[config.mk]
export PLATFORM = sky130hd
export DESIGN_NAME = fetch_unit
export DESIGN_NICKNAME = d
export VERILOG_FILES = /design/src/rtl/fetch_unit_pkg.sv /design/src/rtl/fetch_buffer.sv /design/src/rtl/fetch_unit.sv
export SDC_FILE = /design/constraint.sdc
export NUM_CORES = 1
export LEC_CHECK = 0
export ABC_AREA = 1
export BUFFER_PORTS_ARGS = -buffer_cell sky130_fd_sc_hd__clkbuf_2
export CAP_MARGIN = 20
export CELL_PAD_IN_SITES_DETAIL_PLACEMENT = 0
export CELL_PAD_IN_SITES_GLOBAL_PLACEMENT = 1
export CORE_UTILIZATION = 40
export CTS_CLUSTER_DIAMETER = 100
export DETAILED_ROUTE_END_ITERATION = 12
export GPL_ROUTABILITY_DRIVEN = 1
export PLACE_DENSITY = 0.93
export SYNTH_ARGS = -nofsm -noshare
export SYNTH_HDL_FRONTEND = slang
export SYNTH_SLANG_ARGS = --single-unit
[constraint.sdc]
create_clock -name clk -period 3.1 [get_ports clk]
set_input_delay 0.465 -clock clk [delete_from_list [all_inputs] [get_ports clk]]
set_output_delay 0.465 -clock clk [all_outputs]
set_load 0.1 [all_outputs]
[src/rtl/fetch_unit_pkg.sv]
// Shared fetch-stage definitions: hazard encodings, NOP word and FSM state encodings.
package fetch_unit_pkg;

  localparam logic [3:0] HS_DN       = 4'd0;
  localparam logic [3:0] FLUSH_ALL   = 4'd1;
  localparam logic [3:0] FLUSH_EARLY = 4'd2;
  localparam logic [3:0] STALL_MMU   = 4'd3;
  localparam logic [3:0] STALL_EARLY = 4'd4;

  localparam logic [31:0] NOP_INST_WORD = 32'h0000_0013;

  typedef enum logic [1:0] {
    ST_IDLE = 2'd0,
    ST_REQ  = 2'd1,
    ST_WAIT = 2'd2
  } fetch_state_t;

  function automatic logic is_flush(input logic [3:0] hs);
    return (hs == FLUSH_ALL) || (hs == FLUSH_EARLY);
  endfunction

endpackage

[src/rtl/fetch_buffer.sv]
// One-entry holding buffer for an IMEM response that arrived while decode was stalled.
module fetch_buffer (
  input  logic        clk,
  input  logic        rst,
  input  logic        wr_en,
  input  logic [31:0] wr_inst,
  input  logic [31:0] wr_pc,
  input  logic        rd_en,
  input  logic        clr,
  output logic        valid,
  output logic [31:0] inst,
  output logic [31:0] pc
);

  logic        valid_reg;
  logic [31:0] inst_reg;
  logic [31:0] pc_reg;

  // Clear wins over write, write wins over read.
  always_ff @(posedge clk) begin
    if (rst) begin
      valid_reg <= 1'b0;
      inst_reg  <= 32'h0;
      pc_reg    <= 32'h0;
    end else if (clr) begin
      valid_reg <= 1'b0;
    end else if (wr_en) begin
      valid_reg <= 1'b1;
      inst_reg  <= wr_inst;
      pc_reg    <= wr_pc;
    end else if (rd_en) begin
      valid_reg <= 1'b0;
    end
  end

  assign valid = valid_reg;
  assign inst  = inst_reg;
  assign pc    = pc_reg;

endmodule

[src/rtl/fetch_unit.sv]
// Instruction fetch stage: PC generation, single-outstanding IMEM handshake,
// one-entry response buffer and the IF/ID pipeline register.
module fetch_unit
  import fetch_unit_pkg::*;
#(
  parameter logic [31:0] RESET_PC = 32'h0000_0000,
  parameter logic [31:0] NOP_INST = NOP_INST_WORD
) (
  input  logic        clk,
  input  logic        rst,
  input  logic [3:0]  hazard_signal,
  input  logic [31:0] redirect_pc,
  input  logic [31:0] jump_pc,
  output logic        imem_req,
  output logic [31:0] imem_addr,
  input  logic        imem_ready,
  input  logic        imem_rvalid,
  input  logic [31:0] imem_rdata,
  output logic        stall_IMEM,
  output logic [31:0] IFpc,
  output logic [31:0] IFinst,
  output logic        IFvalid,
  output logic [4:0]  IFrs1,
  output logic [4:0]  IFrs2
);

  fetch_state_t state_reg;
  logic [31:0]  fetch_pc_reg;
  logic         drop_reg;

  logic         flush;
  logic         advance;
  logic [31:0]  flush_target;
  logic         live_rsp;
  logic         buf_valid;
  logic [31:0]  buf_inst;
  logic [31:0]  buf_pc;
  logic         buf_wr;
  logic         buf_rd;

  assign flush        = is_flush(hazard_signal);
  assign advance      = (hazard_signal == HS_DN);
  assign flush_target = (hazard_signal == FLUSH_ALL) ? redirect_pc : jump_pc;
  assign live_rsp     = (state_reg == ST_WAIT) && imem_rvalid && !drop_reg;

  // Depends only on local state and memory inputs, keeping the hazard unit loop-free.
  assign stall_IMEM = !buf_valid && !live_rsp;

  // The buffer is only ever occupied while idle, so write and read never collide.
  assign buf_wr = !flush && !advance && live_rsp;
  assign buf_rd = !flush && advance && buf_valid;

  fetch_buffer u_buf (
    .clk     (clk),
    .rst     (rst),
    .wr_en   (buf_wr),
    .wr_inst (imem_rdata),
    .wr_pc   (imem_addr),
    .rd_en   (buf_rd),
    .clr     (flush),
    .valid   (buf_valid),
    .inst    (buf_inst),
    .pc      (buf_pc)
  );

  always_ff @(posedge clk) begin
    if (rst) begin
      state_reg    <= ST_IDLE;
      fetch_pc_reg <= RESET_PC;
      drop_reg     <= 1'b0;
      imem_req     <= 1'b0;
      imem_addr    <= 32'h0;
      IFvalid      <= 1'b0;
      IFinst       <= NOP_INST;
      IFpc         <= 32'h0;
    end else if (flush) begin
      fetch_pc_reg <= flush_target;
      IFvalid      <= 1'b0;
      IFinst       <= NOP_INST;
      case (state_reg)
        ST_IDLE: begin
          state_reg <= ST_REQ;
          imem_req  <= 1'b1;
          imem_addr <= flush_target;
        end
        ST_REQ: begin
          // The pending request cannot be withdrawn; mark it stale instead.
          drop_reg <= 1'b1;
          if (imem_ready) begin
            state_reg <= ST_WAIT;
            imem_req  <= 1'b0;
          end
        end
        ST_WAIT: begin
          if (imem_rvalid) begin
            drop_reg  <= 1'b0;
            state_reg <= ST_REQ;
            imem_req  <= 1'b1;
            imem_addr <= flush_target;
          end else begin
            drop_reg <= 1'b1;
          end
        end
        default: state_reg <= ST_IDLE;
      endcase
    end else begin
      if (advance) begin
        if (buf_valid) begin
          IFinst  <= buf_inst;
          IFpc    <= buf_pc;
          IFvalid <= 1'b1;
        end else if (live_rsp) begin
          IFinst  <= imem_rdata;
          IFpc    <= imem_addr;
          IFvalid <= 1'b1;
        end else begin
          IFvalid <= 1'b0;
        end
      end
      case (state_reg)
        ST_IDLE: begin
          if (!buf_valid || buf_rd) begin
            state_reg <= ST_REQ;
            imem_req  <= 1'b1;
            imem_addr <= fetch_pc_reg;
          end
        end
        ST_REQ: begin
          if (imem_ready) begin
            state_reg <= ST_WAIT;
            imem_req  <= 1'b0;
            if (!drop_reg) fetch_pc_reg <= imem_addr + 32'd4;
          end
        end
        ST_WAIT: begin
          if (imem_rvalid) begin
            if (drop_reg || advance) begin
              drop_reg  <= 1'b0;
              state_reg <= ST_REQ;
              imem_req  <= 1'b1;
              imem_addr <= fetch_pc_reg;
            end else begin
              state_reg <= ST_IDLE;
            end
          end
        end
        default: state_reg <= ST_IDLE;
      endcase
    end
  end

  assign IFrs1 = IFinst[19:15];
  assign IFrs2 = IFinst[24:20];

endmodule

After elaboration in Yosys (flattened, before gate mapping)
Index checks and enable logic that the tools add are counted.
{"block": "word_totals", "romBits": 0, "memories": 0, "regBits": 198, "latch_bits": 0, "wordCells": 99, "output_inout_bits": 109, "mem_bits_rw": 0, "input_bits": 104}
{"block": "op_classes", "div_mod_pow": 0, "n_mux": 42, "n_mul": 0, "n_lt_le_gt_ge": 0, "bitwise_logic": 1, "n_shift": 0, "add_sub_neg": 1, "eq_ne": 8, "reduce_logical": 36}
{"op": "2-to-1 mux 32 bit", "count": 14}
{"op": "one-hot mux 32 bit (2 select lines)", "count": 2}
{"op": "adder 32 x 3 -> 32 bit, second input constant", "count": 1}
{"op": "nonzero test 2 bit", "count": 9}
{"op": "2-to-1 mux 1 bit", "count": 16}
{"op": "one-hot mux 2 bit (3 select lines)", "count": 2}
{"op": "AND reduction 4 bit", "count": 3}
{"op": "2-to-1 mux 2 bit", "count": 5}
{"op": "logical AND 1 bit", "count": 7}
{"op": "one-hot mux 1 bit (3 select lines)", "count": 2}
{"op": "AND reduction 2 bit", "count": 3}
{"op": "AND reduction 3 bit", "count": 2}
{"op": "zero test 1 bit", "count": 5}
{"op": "== test 4 x 1 -> 1 bit, second input constant", "count": 1}
{"op": "== test 4 x 2 -> 1 bit, second input constant", "count": 1}
{"op": "zero test 4 bit", "count": 1}
{"op": "logical OR 1 bit", "count": 3}
{"op": "inequality test 3 x 2 -> 1 bit, second input constant", "count": 1}
{"op": "inequality test 3 bit, second input constant", "count": 1}
{"op": "nonzero test 3 bit", "count": 1}
{"op": "== test 2 x 1 -> 1 bit, second input constant", "count": 1}
{"op": "== test 2 bit, second input constant", "count": 1}
{"op": "zero test 2 bit", "count": 1}
{"op": "inequality test 2 x 1 -> 1 bit, second input constant", "count": 1}
{"op": "4 further kinds", "count": 4}

Depth between registers and ports, before layout
Gate-level depths: netlist of the first run.
{"block": "depth", "word_depth": 9, "depth_mapped": 11, "mapped_depth_nobuf": 11}

Modules after synthesis
From an unflattened synthesis of the first run, not the netlist that was laid out.
{"block": "unflattened", "hier_cells": 1559, "hier_area_um2": 10074.7}
{"module": "fetch_unit", "cells_per_inst": 1139, "n_inst": 1, "area_each_um2": 7245.7, "seq_area_each_um2": 2662.6}
{"module": "fetch_buffer", "cells_per_inst": 420, "n_inst": 1, "area_each_um2": 2829.0, "seq_area_each_um2": 1301.2}

Least setup slack after synthesis of the first run
No wires, ideal clock.
{"block": "synth_path", "path_type": "register -> register", "startpoint": "reg state_reg[0]", "endpoint": "reg IFinst[20]", "setup_time_ns": 0.070, "arrival_ns": 2.787, "synth_period_minus_slack_ns": 2.858, "stages_incl_launch_ff": 11, "t_required_ns": 3.030, "slack_ns": 0.242, "n_path_buf": 1, "path_cell_list": "dfxtp_1 inv_1 ha_1 nand2_1 nor2_1 nor2_1 nor2_4 inv_1 buf_2 nand2_1 a21oi_1"}
{"block": "synth_via", "elab_chain_len": 5}
{"element": "from (decl)", "line_no": "fetch_unit.sv:27", "text": "fetch_state_t state_reg;"}
{"element": "from (signal assigned)", "line_no": "fetch_unit.sv:68", "text": "state_reg <= ST_IDLE;"}
{"element": "from (signal assigned)", "line_no": "fetch_unit.sv:82", "text": "state_reg <= ST_REQ;"}
{"element": "from (signal assigned)", "line_no": "fetch_unit.sv:90", "text": "state_reg <= ST_WAIT;"}
{"element": "== test 2 bit", "line_no": "fetch_unit.sv:44", "text": "assign live_rsp = (state_reg == ST_WAIT) && imem_rvalid && !drop_reg;"}
{"element": "logical AND 1 bit (2 in a row)", "line_no": "fetch_unit.sv:44"}
{"element": "nonzero test 2 bit (no source line)"}
{"element": "AND reduction 2 bit (no source line)"}
{"element": "to (signal assigned)", "line_no": "fetch_unit.sv:109", "text": "IFinst <= buf_inst;"}
{"element": "to (signal assigned)", "line_no": "fetch_unit.sv:113", "text": "IFinst <= imem_rdata;"}
{"element": "to (decl)", "line_no": "fetch_unit.sv:21", "text": "output logic [31:0] IFinst,"}
No other way between the ends.
A chain may end at the register's enable or synchronous reset.

Worst setup path in the final report of the first run
{"block": "layout_path", "startpoint": "reg state_reg[0]", "endpoint": "out stall_IMEM"}
{"block": "layout_via", "elab_chain_len": 5}
{"element": "== test 2 bit", "line_no": "fetch_unit.sv:44"}
{"element": "logical AND 1 bit (2 in a row)", "line_no": "fetch_unit.sv:44"}
{"element": "zero test 1 bit", "line_no": "fetch_unit.sv:47", "text": "assign stall_IMEM = !buf_valid && !live_rsp;"}
{"element": "logical AND 1 bit", "line_no": "fetch_unit.sv:47"}
{"element": "to (decl)", "line_no": "fetch_unit.sv:19", "text": "output logic stall_IMEM,"}
No other way between the ends.

==> out/summary.md, run 1 <==
The portion of synthesized cell area occupied by the leading cell type was 0.414; the remaining max-slew budget at the tightest pin was 0.447. The XOR/XNOR share of the synthesized area is 0.00641, and the final net count is 1711. The tools report the final weighted congestion in routability-driven placement as 0.871. For this design the ratio of total power to cell area is 626 nW/um^2. For hold timing, the worst endpoint is u_buf.inst[24]. Each instance of the synthesized netlist takes up on average 6.58 um^2. Library cell with the largest summed area after synthesis: sky130_fd_sc_hd__dfxtp_1. Adder-cell share of the synthesized area: 0.00654. The class of the most critical hold timing path was primary input to flop.

The first global-routing pass estimated 42900 um of wire. Depth of the worst register-to-register path: 9. Count of boundary I/O pins: 213. The number of setup buffers added after CTS is 0.

Across the routed clock network, the largest skew measured is 0.0102 ns. The clock tree synthesis step divided the H-tree into 4 levels. The type of destination of the critical path was an output port.

In the post-synthesis netlist, the cell with the most instances is sky130_fd_sc_hd__nand2_1. Counting the buffers created by CTS gives 17. The combinational share of power is 0.258, and the slew at the pin closest to its max-slew limit is 0.829 ns. For the largest net degree at the start of global routing, the log shows 92. In this run the core area contains 56 standard-cell rows.

Synthesis produced 1454 cells. The tool flagged a number of max-cap violations equal to 0. Sorting the synthesized cells by area gives the leading types as sky130_fd_sc_hd__dfxtp_1, sky130_fd_sc_hd__nand2_1, sky130_fd_sc_hd__nor2_1. The run gives 8120 as the via count of the first global-routing pass.

The critical register-to-register path endpoint was IFinst[1]. The total wirelength of the detailed-routed design was 27000 um. Dividing the detail-routed wire length by the instance count gives 14.0 um. The clock edge transition at the registers on the reported setup and hold paths is 0.08 ns. For this run, the top clock speed supported by timing is 392 MHz.

Counting distinct cell types in the post-synthesis netlist gives 32. Counting every sink on the clock net gives 198. After synthesis, the most frequently instantiated cells are sky130_fd_sc_hd__nand2_1, sky130_fd_sc_hd__nor2_1, sky130_fd_sc_hd__dfxtp_1.

The tools report the startpoint of the most critical hold path as imem_rdata[24]. Once detailed placement completed, the half-perimeter wirelength came to 19100 um. Hold violation total from the final report: 0. The count of TritonRoute iterations in the first routing pass came out at 7.

Count of final setup violators: 0. STA puts the critical path data arrival time at 2.09 ns. The first routing iteration left 906 violations. Setup repair after global routing left no endpoint under its margin. The synthesis warning total came out at 0. The tools report the number of buffers on the longest clock path as 2. In the routed design, unresolved DRC markers number 0.

At the later pin of the worst-skew pair, clock insertion delay measures 0.44 ns. For the max-slew violation total from the final report, the log shows 0. The final period utilization was 0.824. The area growth from synthesis to layout works out to 18.3%.

Summed over all nets, the switching power comes to 2.70 mW. Leftover overflow at the end of global routing: 0. The number of enable flip-flop cells after synthesis was 0. The run gives 2.63 ns as the data required time of the worst path. Per-cell via count in the routed design: 4.91. The number of buffers inserted by port buffering was 212. TritonCTS built the clock tree.

The floorplan step set the die width to 157 um. The internal power of the cells totals 4.38 mW. The logs give 0.86 ns for the setup slack on the worst flop-to-flop path and 24500 um^2 for the area of the die. Across the VDD grid, the largest voltage drop is 0.000294 V. Top flip-flop cell by instance count after synthesis: sky130_fd_sc_hd__dfxtp_1.

The simple-gate portion of the synthesized area came out at 0.286. The run gives 23500 um^2 as the placeable core region. The startpoint type of the worst setup path is a flop. The final instance count without filler cells is 1933, and the instance count along the most critical hold path is 3. Across all hold checks on the routed design, the worst slack comes to 0.272 ns.

The logs give 2393 for the number of inserted filler cells in the final layout and 0 ns for the accumulated negative setup slack. The die is 157 um tall. The run gives 0 as the count of antenna diodes in the layout.

The worst register-to-register path begins at state_reg[0]. For this design the static power due to leakage is 5.03 nW. The flow ran to the end, and the final reports show no timing, DRC or antenna violations. The largest fanout on the critical path came out at 5. The synthesized-area fraction occupied by ao, oa, aoi and oai cells works out to 0.199. Initial cell density of the core: 0.407. The share of final-layout standard cells stronger than drive strength 1 is 0.177. The net count after synthesis came out at 1563. The proportion of synthesized flip-flops having asynchronous set or reset came out at 0. The sum of internal, switching and leakage power came out at 7.08 mW. Kind of critical path: flop to output port.

The sequential fraction of the synthesis area is 0.414, and the net switching fraction of the power is 0.382. Including well taps, the total number of placed cells is 1902. The sequential power share was 0.422.

In this run the remaining antenna-violating nets after routing total 0. The clock period minus final worst setup slack works out to 2.55 ns. The CTS root buffer is sky130_fd_sc_hd__clkbuf_16.

The cell area that synthesis handed to floorplanning was 9560 um^2. In this run, synthesis produced a sequential element count of 198. The share of cell area taken by muxes after synthesis is 0. The number of antenna violations at the first check in global routing came out at 0. The count of vias placed by the detailed router is 9485, and the core occupancy in the finished layout is 0.482. After clock tree synthesis, the repair step resized 0 gates. Largest family of logic cells by synthesized area: simple AND/OR/NAND/NOR gates. The share of total power in the clock network came out at 0.320. Hold repair after CTS inserted 0 buffers. Total track usage: 0.222.
[cells in the final DEF (no fill, tap or decap), drive strengths merged]
cell type,instances
nand2,422
nor2,232
clkbuf,229
dfxtp,198
o21ai,170
a21oi,132
inv,91
a31oi,54
nand3,26
buf,19
xor2,7
and2,6
ha,5
nand4,4
clkinvlp,4
o31ai,3
clkinv,3
o21a,2
nor3,2
bufinv,2
a211oi,1
nand3b,1
a22oi,1
[worst max path at each step]
stage / from / endpoint / slack (ns)
6_report: state_reg[0] / stall_IMEM / 0.55
2_1_floorplan: state_reg[0] / IFinst[20] / 0.24
3_3_place_gp: state_reg[0] / IFinst[1] / 0.89
4_1_cts: state_reg[0] / stall_IMEM / 0.53
3_5_place_dp: hazard_signal[1] / IFinst[1] / 0.87
5_1_grt: state_reg[0] / stall_IMEM / 0.42
[worst max-delay path, stage by stage (launching register included)]
cell	delay, ns
sky130_fd_sc_hd__dfxtp_1	0.41
sky130_fd_sc_hd__inv_1	0.09
sky130_fd_sc_hd__ha_1	0.25
sky130_fd_sc_hd__nand2_1	0.10
sky130_fd_sc_hd__nor2_1	0.05
sky130_fd_sc_hd__nor2_1	0.22
sky130_fd_sc_hd__clkbuf_2	0.52
[metrics by stage]
step / worst slack [ns] / instance area [um^2]
after global placement: 0.891 / 10700
after detailed placement: 0.866 / 10700
after CTS: 0.525 / 11300
after floorplan: 0.242 / 9560
final: 0.546 / 11300
after global routing: 0.418 / 11300
[metal layers]
metal | up-vias | routed length (um) | GRT usage
met5 | - | 0 | 0
met4 | 0 | 443 | 0.0677
met2 | 325 | 11800 | 0.338
met3 | 29 | 1550 | 0.0377
met1 | 4155 | 13300 | 0.318
li1 | 4976 | - | -
[power groups by stage]
stage | Clock, mW | Combinational [mW] | Sequential, mW
floorplan | 0 | 0.822 | 3.61
finish | 2.27 | 1.83 | 2.99
global placement | 0 | 1.80 | 3.04
global route | 2.41 | 1.99 | 3.01
CTS | 2.31 | 1.82 | 2.98
detailed placement | 0 | 1.82 | 3.04
[area by class of cell]
cell class | count | area, um^2 | area share
Sequential cell | 198 | 3970 | 0.350
Clock inverter | 14 | 169 | 0.0149
Clock buffer | 17 | 425 | 0.0376
Timing Repair Buffer | 231 | 1270 | 0.112
Inverter | 86 | 324 | 0.0286
Multi-Input combinational cell | 1068 | 4770 | 0.421
Tap cell | 319 | 399 | 0.0353
[kinds of logic after synthesis]
logic type | Yosys count
AOI/OAI and AO/OA | 363
xor gates and xnor gates | 7
adders and majority gates | 5
buffers and inverters | 188
DFF | 198
and+or+nand+nor | 693
Note: power is estimated with default switching activity, not from simulation.
==> run 2, diff against run 1 <==
Settings changed: ABC_AREA 1 to 0, PLACE_DENSITY 0.93 to 0.9.
Clock period 3.1 ns to 2.5 ns, I/O delays scaled along.
==> run 2 against run 1 <==
Effect of this change: non-clock buffer count is 13 higher; critical endpoint unchanged; sequential power is 15% higher; synthesized area is 4.5% lower; global-route usage is 0.44 points lower; die area is 4.5% lower; critical path depth is 2 lower.
==> out/summary.md, run 2 <==
The slew at the pin closest to its max-slew limit is 0.974 ns (+0.146 ns). In this run the critical register-to-register path is captured at IFpc[3]. For this run, the leading register cell type out of synthesis is sky130_fd_sc_hd__dfxtp_1.

Total wirelength of the detailed-routed design: 25200 um (-6.7%). The largest fanout on the critical path is 10 (+5). The run finished with clean final reports. The tools report the number of antenna violations at the first check in global routing as 0 (unchanged). Tracing the worst setup path back leads to its startpoint at state_reg[0]. Final net count: 1369 (-20%). The tools report the remaining max-slew budget at the tightest pin as 0.348 (-0.0987).

The largest net degree at the start of global routing is 74 (-20%). Share of final-layout standard cells stronger than drive strength 1: 0.226 (+0.0492). The average routed wire per standard cell was 16.3 um (+16%). The depth of the worst register-to-register path came out at 8 (-1). The total power density per cell area was 697 nW/um^2 (+11%). Count of antenna diodes in the layout: 0 (unchanged).

The post-detailed-route count of antenna-violating nets came out at 0 (unchanged). The run gives 0.0115 ns (+0.00131 ns) as the clock skew after layout. The worst setup path is captured at an output port.

The number of clock sinks seen by CTS is 198 (unchanged). In the layout the commonest cells are sky130_fd_sc_hd__nand2_1, sky130_fd_sc_hd__clkbuf_2, sky130_fd_sc_hd__dfxtp_1. The leftover overflow at the end of global routing was 0 (unchanged); the final weighted congestion in routability-driven placement was 0.898 (+3.1%). The logs give 0.42 ns (-0.02 ns) for the clock insertion delay at the later pin of the skew report and 17600 um (-8.3%) for the post-DP HPWL. For the finished layout, the period the worst path requires is 2.24 ns.

The run gives 17 (unchanged) as the number of buffers created by CTS. The largest total area in the synthesized netlist belongs to sky130_fd_sc_hd__dfxtp_1. The max-slew violation total from the final report was 0 (unchanged); the per-cell via count in the routed design was 5.35 (+9.0%). The tools report the max capacitance violation total as 0 (unchanged). The portion of synthesized cell area occupied by the leading cell type was 0.434 (+0.0197); the average instance area after synthesis was 8.28 um^2 (+26%). The count of vias placed by the detailed router was 8302 (-12%); the clock edge transition at the registers on the reported setup and hold paths was 0.07 ns (about the same). The setup path with the least slack is of type flop to output port. The number of buffers inserted by port buffering is 212 (unchanged), and the peak supply drop is 0.000427 V (+45%). The run gives 1552 (-20%) as the final instance count without filler cells.

The number of inserted filler cells in the final layout was 2156 (-9.9%). The class of the most critical hold timing path was primary input to flop. The net switching power was 2.32 mW (-14%); the arrival time at the worst endpoint was 1.86 ns (-0.23 ns). Ranked by total cell area, the synthesized netlist is headed by sky130_fd_sc_hd__dfxtp_1, sky130_fd_sc_hd__nand2_1, sky130_fd_sc_hd__mux2i_1.

The net switching fraction of the power is 0.303 (-0.0785), and the final period utilization is 0.896. The proportion of synthesized flip-flops having asynchronous set or reset is 0 (unchanged), and the worst hold margin is 0.186 ns (-0.0862 ns). The tools report the setup slack on the worst flop-to-flop path as 0.34 ns (-0.52 ns).

The share of total power in the clock network came out at 0.367 (+0.047). The run gives 40800 um (-5.0%) as the first-pass GRT wire length. The area of the die is 23400 um^2 (-4.5%), and the placed cell count is 1521 (-20%). Leading cell type in the layout, fill and taps excluded: sky130_fd_sc_hd__nand2_1. The count of state elements after synthesis came out at 198 (unchanged). Sequential fraction of the synthesis area: 0.434 (+0.0197). Clock tree synthesis selected as its root buffer the cell sky130_fd_sc_hd__clkbuf_16.

Setup repair after global routing left no endpoint under its margin. The logs give 7 (unchanged) for the count of TritonRoute iterations in the first routing pass and 2 (unchanged) for the number of buffers on the longest clock path. The tools report the data required time of the worst path as 2.12 ns (-0.51 ns). The synthesis warning total was 0 (unchanged); the accumulated negative setup slack was 0 ns (unchanged). The run gives 1211 (-23%) as the net count after synthesis.

The internal power summed over all cells was 5.34 mW (+22%). The run gives 0 (unchanged) as the number of remaining DRC errors. The tools report the total track usage as 0.218 (-0.00439). The run gives 0 (unchanged) as the number of hold-repair buffers added at the cts stage. Combinational share of power: 0.185 (-0.073).

The maximum clock rate is 446 MHz. The most frequent cell after synthesis was sky130_fd_sc_hd__nand2_1. The die extent in y is 153 um (-2.3%), and the placeable core region is 22100 um^2 (-5.9%). For the number of distinct library cell variants in the gate-level netlist after synthesis, the log shows 47 (+47%). For the post-synthesis instance area, the log shows 9130 um^2 (-4.5%).

After synthesis, the most frequently instantiated cells are sky130_fd_sc_hd__nand2_1, sky130_fd_sc_hd__dfxtp_1, sky130_fd_sc_hd__a21oi_1. The worst register-to-register path begins at state_reg[0]. TritonCTS built the clock tree. The number of enable flip-flop cells after synthesis is 0 (unchanged), and the width of the chip is 153 um (-2.3%).

The logs give 683 (-25%) for the violation count after the first detailed-route iteration and 7492 (-7.7%) for the via count of the first global-routing pass. The count of final setup violators is 0 (unchanged), and the area growth from synthesis to layout is 20.4%. The number of instances in the synthesized netlist came out at 1102 (-24%). For the hold violation total from the final report, the log shows 0 (unchanged). Startpoint type of the worst setup path: a flop.

The leakage power was 4.05 nW (-20%). The logs give 54 (-3.6%) for the cell row count and 0.413 (+0.00577) for the initial cell density of the core. The H-tree depth reported by CTS is 4 (unchanged), and the count of boundary I/O pins is 213 (unchanged). The tools report the sequential power share as 0.449 (+0.027). The tools report the worst setup path endpoint as stall_IMEM.
[run 2: cell types whose count changed in the layout (fill, tap and decap cells not counted), moves of 65 or more]
cell	before	now
sky130_fd_sc_hd__mux2i_1	0	76
sky130_fd_sc_hd__inv_1	78	9
sky130_fd_sc_hd__nor2_1	224	86
sky130_fd_sc_hd__a211oi_1	1	66
sky130_fd_sc_hd__nand2_1	418	232
sky130_fd_sc_hd__o21ai_0	164	14
[run 2: kinds of logic after synthesis]
family / after synthesis / share of synthesized area
flops: 198 / 0.434
buf+inv: 114 / 0.0614
fa+ha+maj: 5 / 0.00685
xor+xnor: 27 / 0.0259
simple gates: 393 / 0.187
compound gates: 289 / 0.201
mux: 76 / 0.0833
[run 2: final cells by class]
type	count	area, um^2	area share
Inverter	9	33.8	0.00307
Timing Repair Buffer	244	1390	0.127
Clock inverter	7	120	0.0109
Tap cell	280	350	0.0319
Clock buffer	24	482	0.0438
Multi-Input combinational cell	790	4640	0.422
Sequential cell	198	3970	0.361
[run 2: power groups by stage]
stage | clock network [mW] | logic, mW | registers [mW]
after floorplan | 0 | 0.649 | 3.86
after global placement | 0 | 1.41 | 3.50
after detailed placement | 0 | 1.41 | 3.51
after CTS | 2.87 | 1.42 | 3.43
after global routing | 3.01 | 1.52 | 3.45
final | 2.81 | 1.41 | 3.44
[run 2: routing by layer]
metal	vias to the layer above	GRT usage	wire length, um
li1	4183	-	-
met1	3800	0.309	12200
met2	282	0.333	11200
met3	37	0.0425	1340
met4	0	0.0645	484
met5	-	0	0
[run 2: through the flow]
stage | cell area, um^2 | utilization | worst slack (ns) | total power, mW
4_1_cts | 11000 | 0.497 | 0.0323 | 7.72
3_3_place_gp | 10400 | 0.470 | 0.229 | 4.91
6_report | 11000 | 0.497 | 0.260 | 7.66
3_5_place_dp | 10400 | 0.470 | 0.231 | 4.92
2_1_floorplan | 9150 | - | 0.00726 | 4.51
5_1_grt | 11000 | 0.497 | 0.116 | 7.98
[run 2: repair_timing]
item	4_1_cts	5_1_grt
gates resized for setup	0	3
setup endpoints to repair	0	3
buffers inserted	0	0
[run 2: worst min-delay path by stage]
stage / start / endpoint / cells after the start
finish: imem_rdata[27] / u_buf.inst[27] / 3
global route: imem_rdata[7] / u_buf.inst[7] / 3
CTS: imem_rdata[30] / u_buf.inst[30] / 3
detailed placement: u_buf.pc[10] / u_buf.pc[10] / 2
global placement: u_buf.pc[24] / u_buf.pc[24] / 2
floorplan: u_buf.inst[0] / u_buf.inst[0] / 2
[run 2: critical path: stages (launching register included)]
cell                       delay, ns
sky130_fd_sc_hd__dfxtp_1        0.38
sky130_fd_sc_hd__inv_1          0.10
sky130_fd_sc_hd__ha_2           0.28
sky130_fd_sc_hd__a31oi_4        0.29
sky130_fd_sc_hd__clkbuf_4       0.38
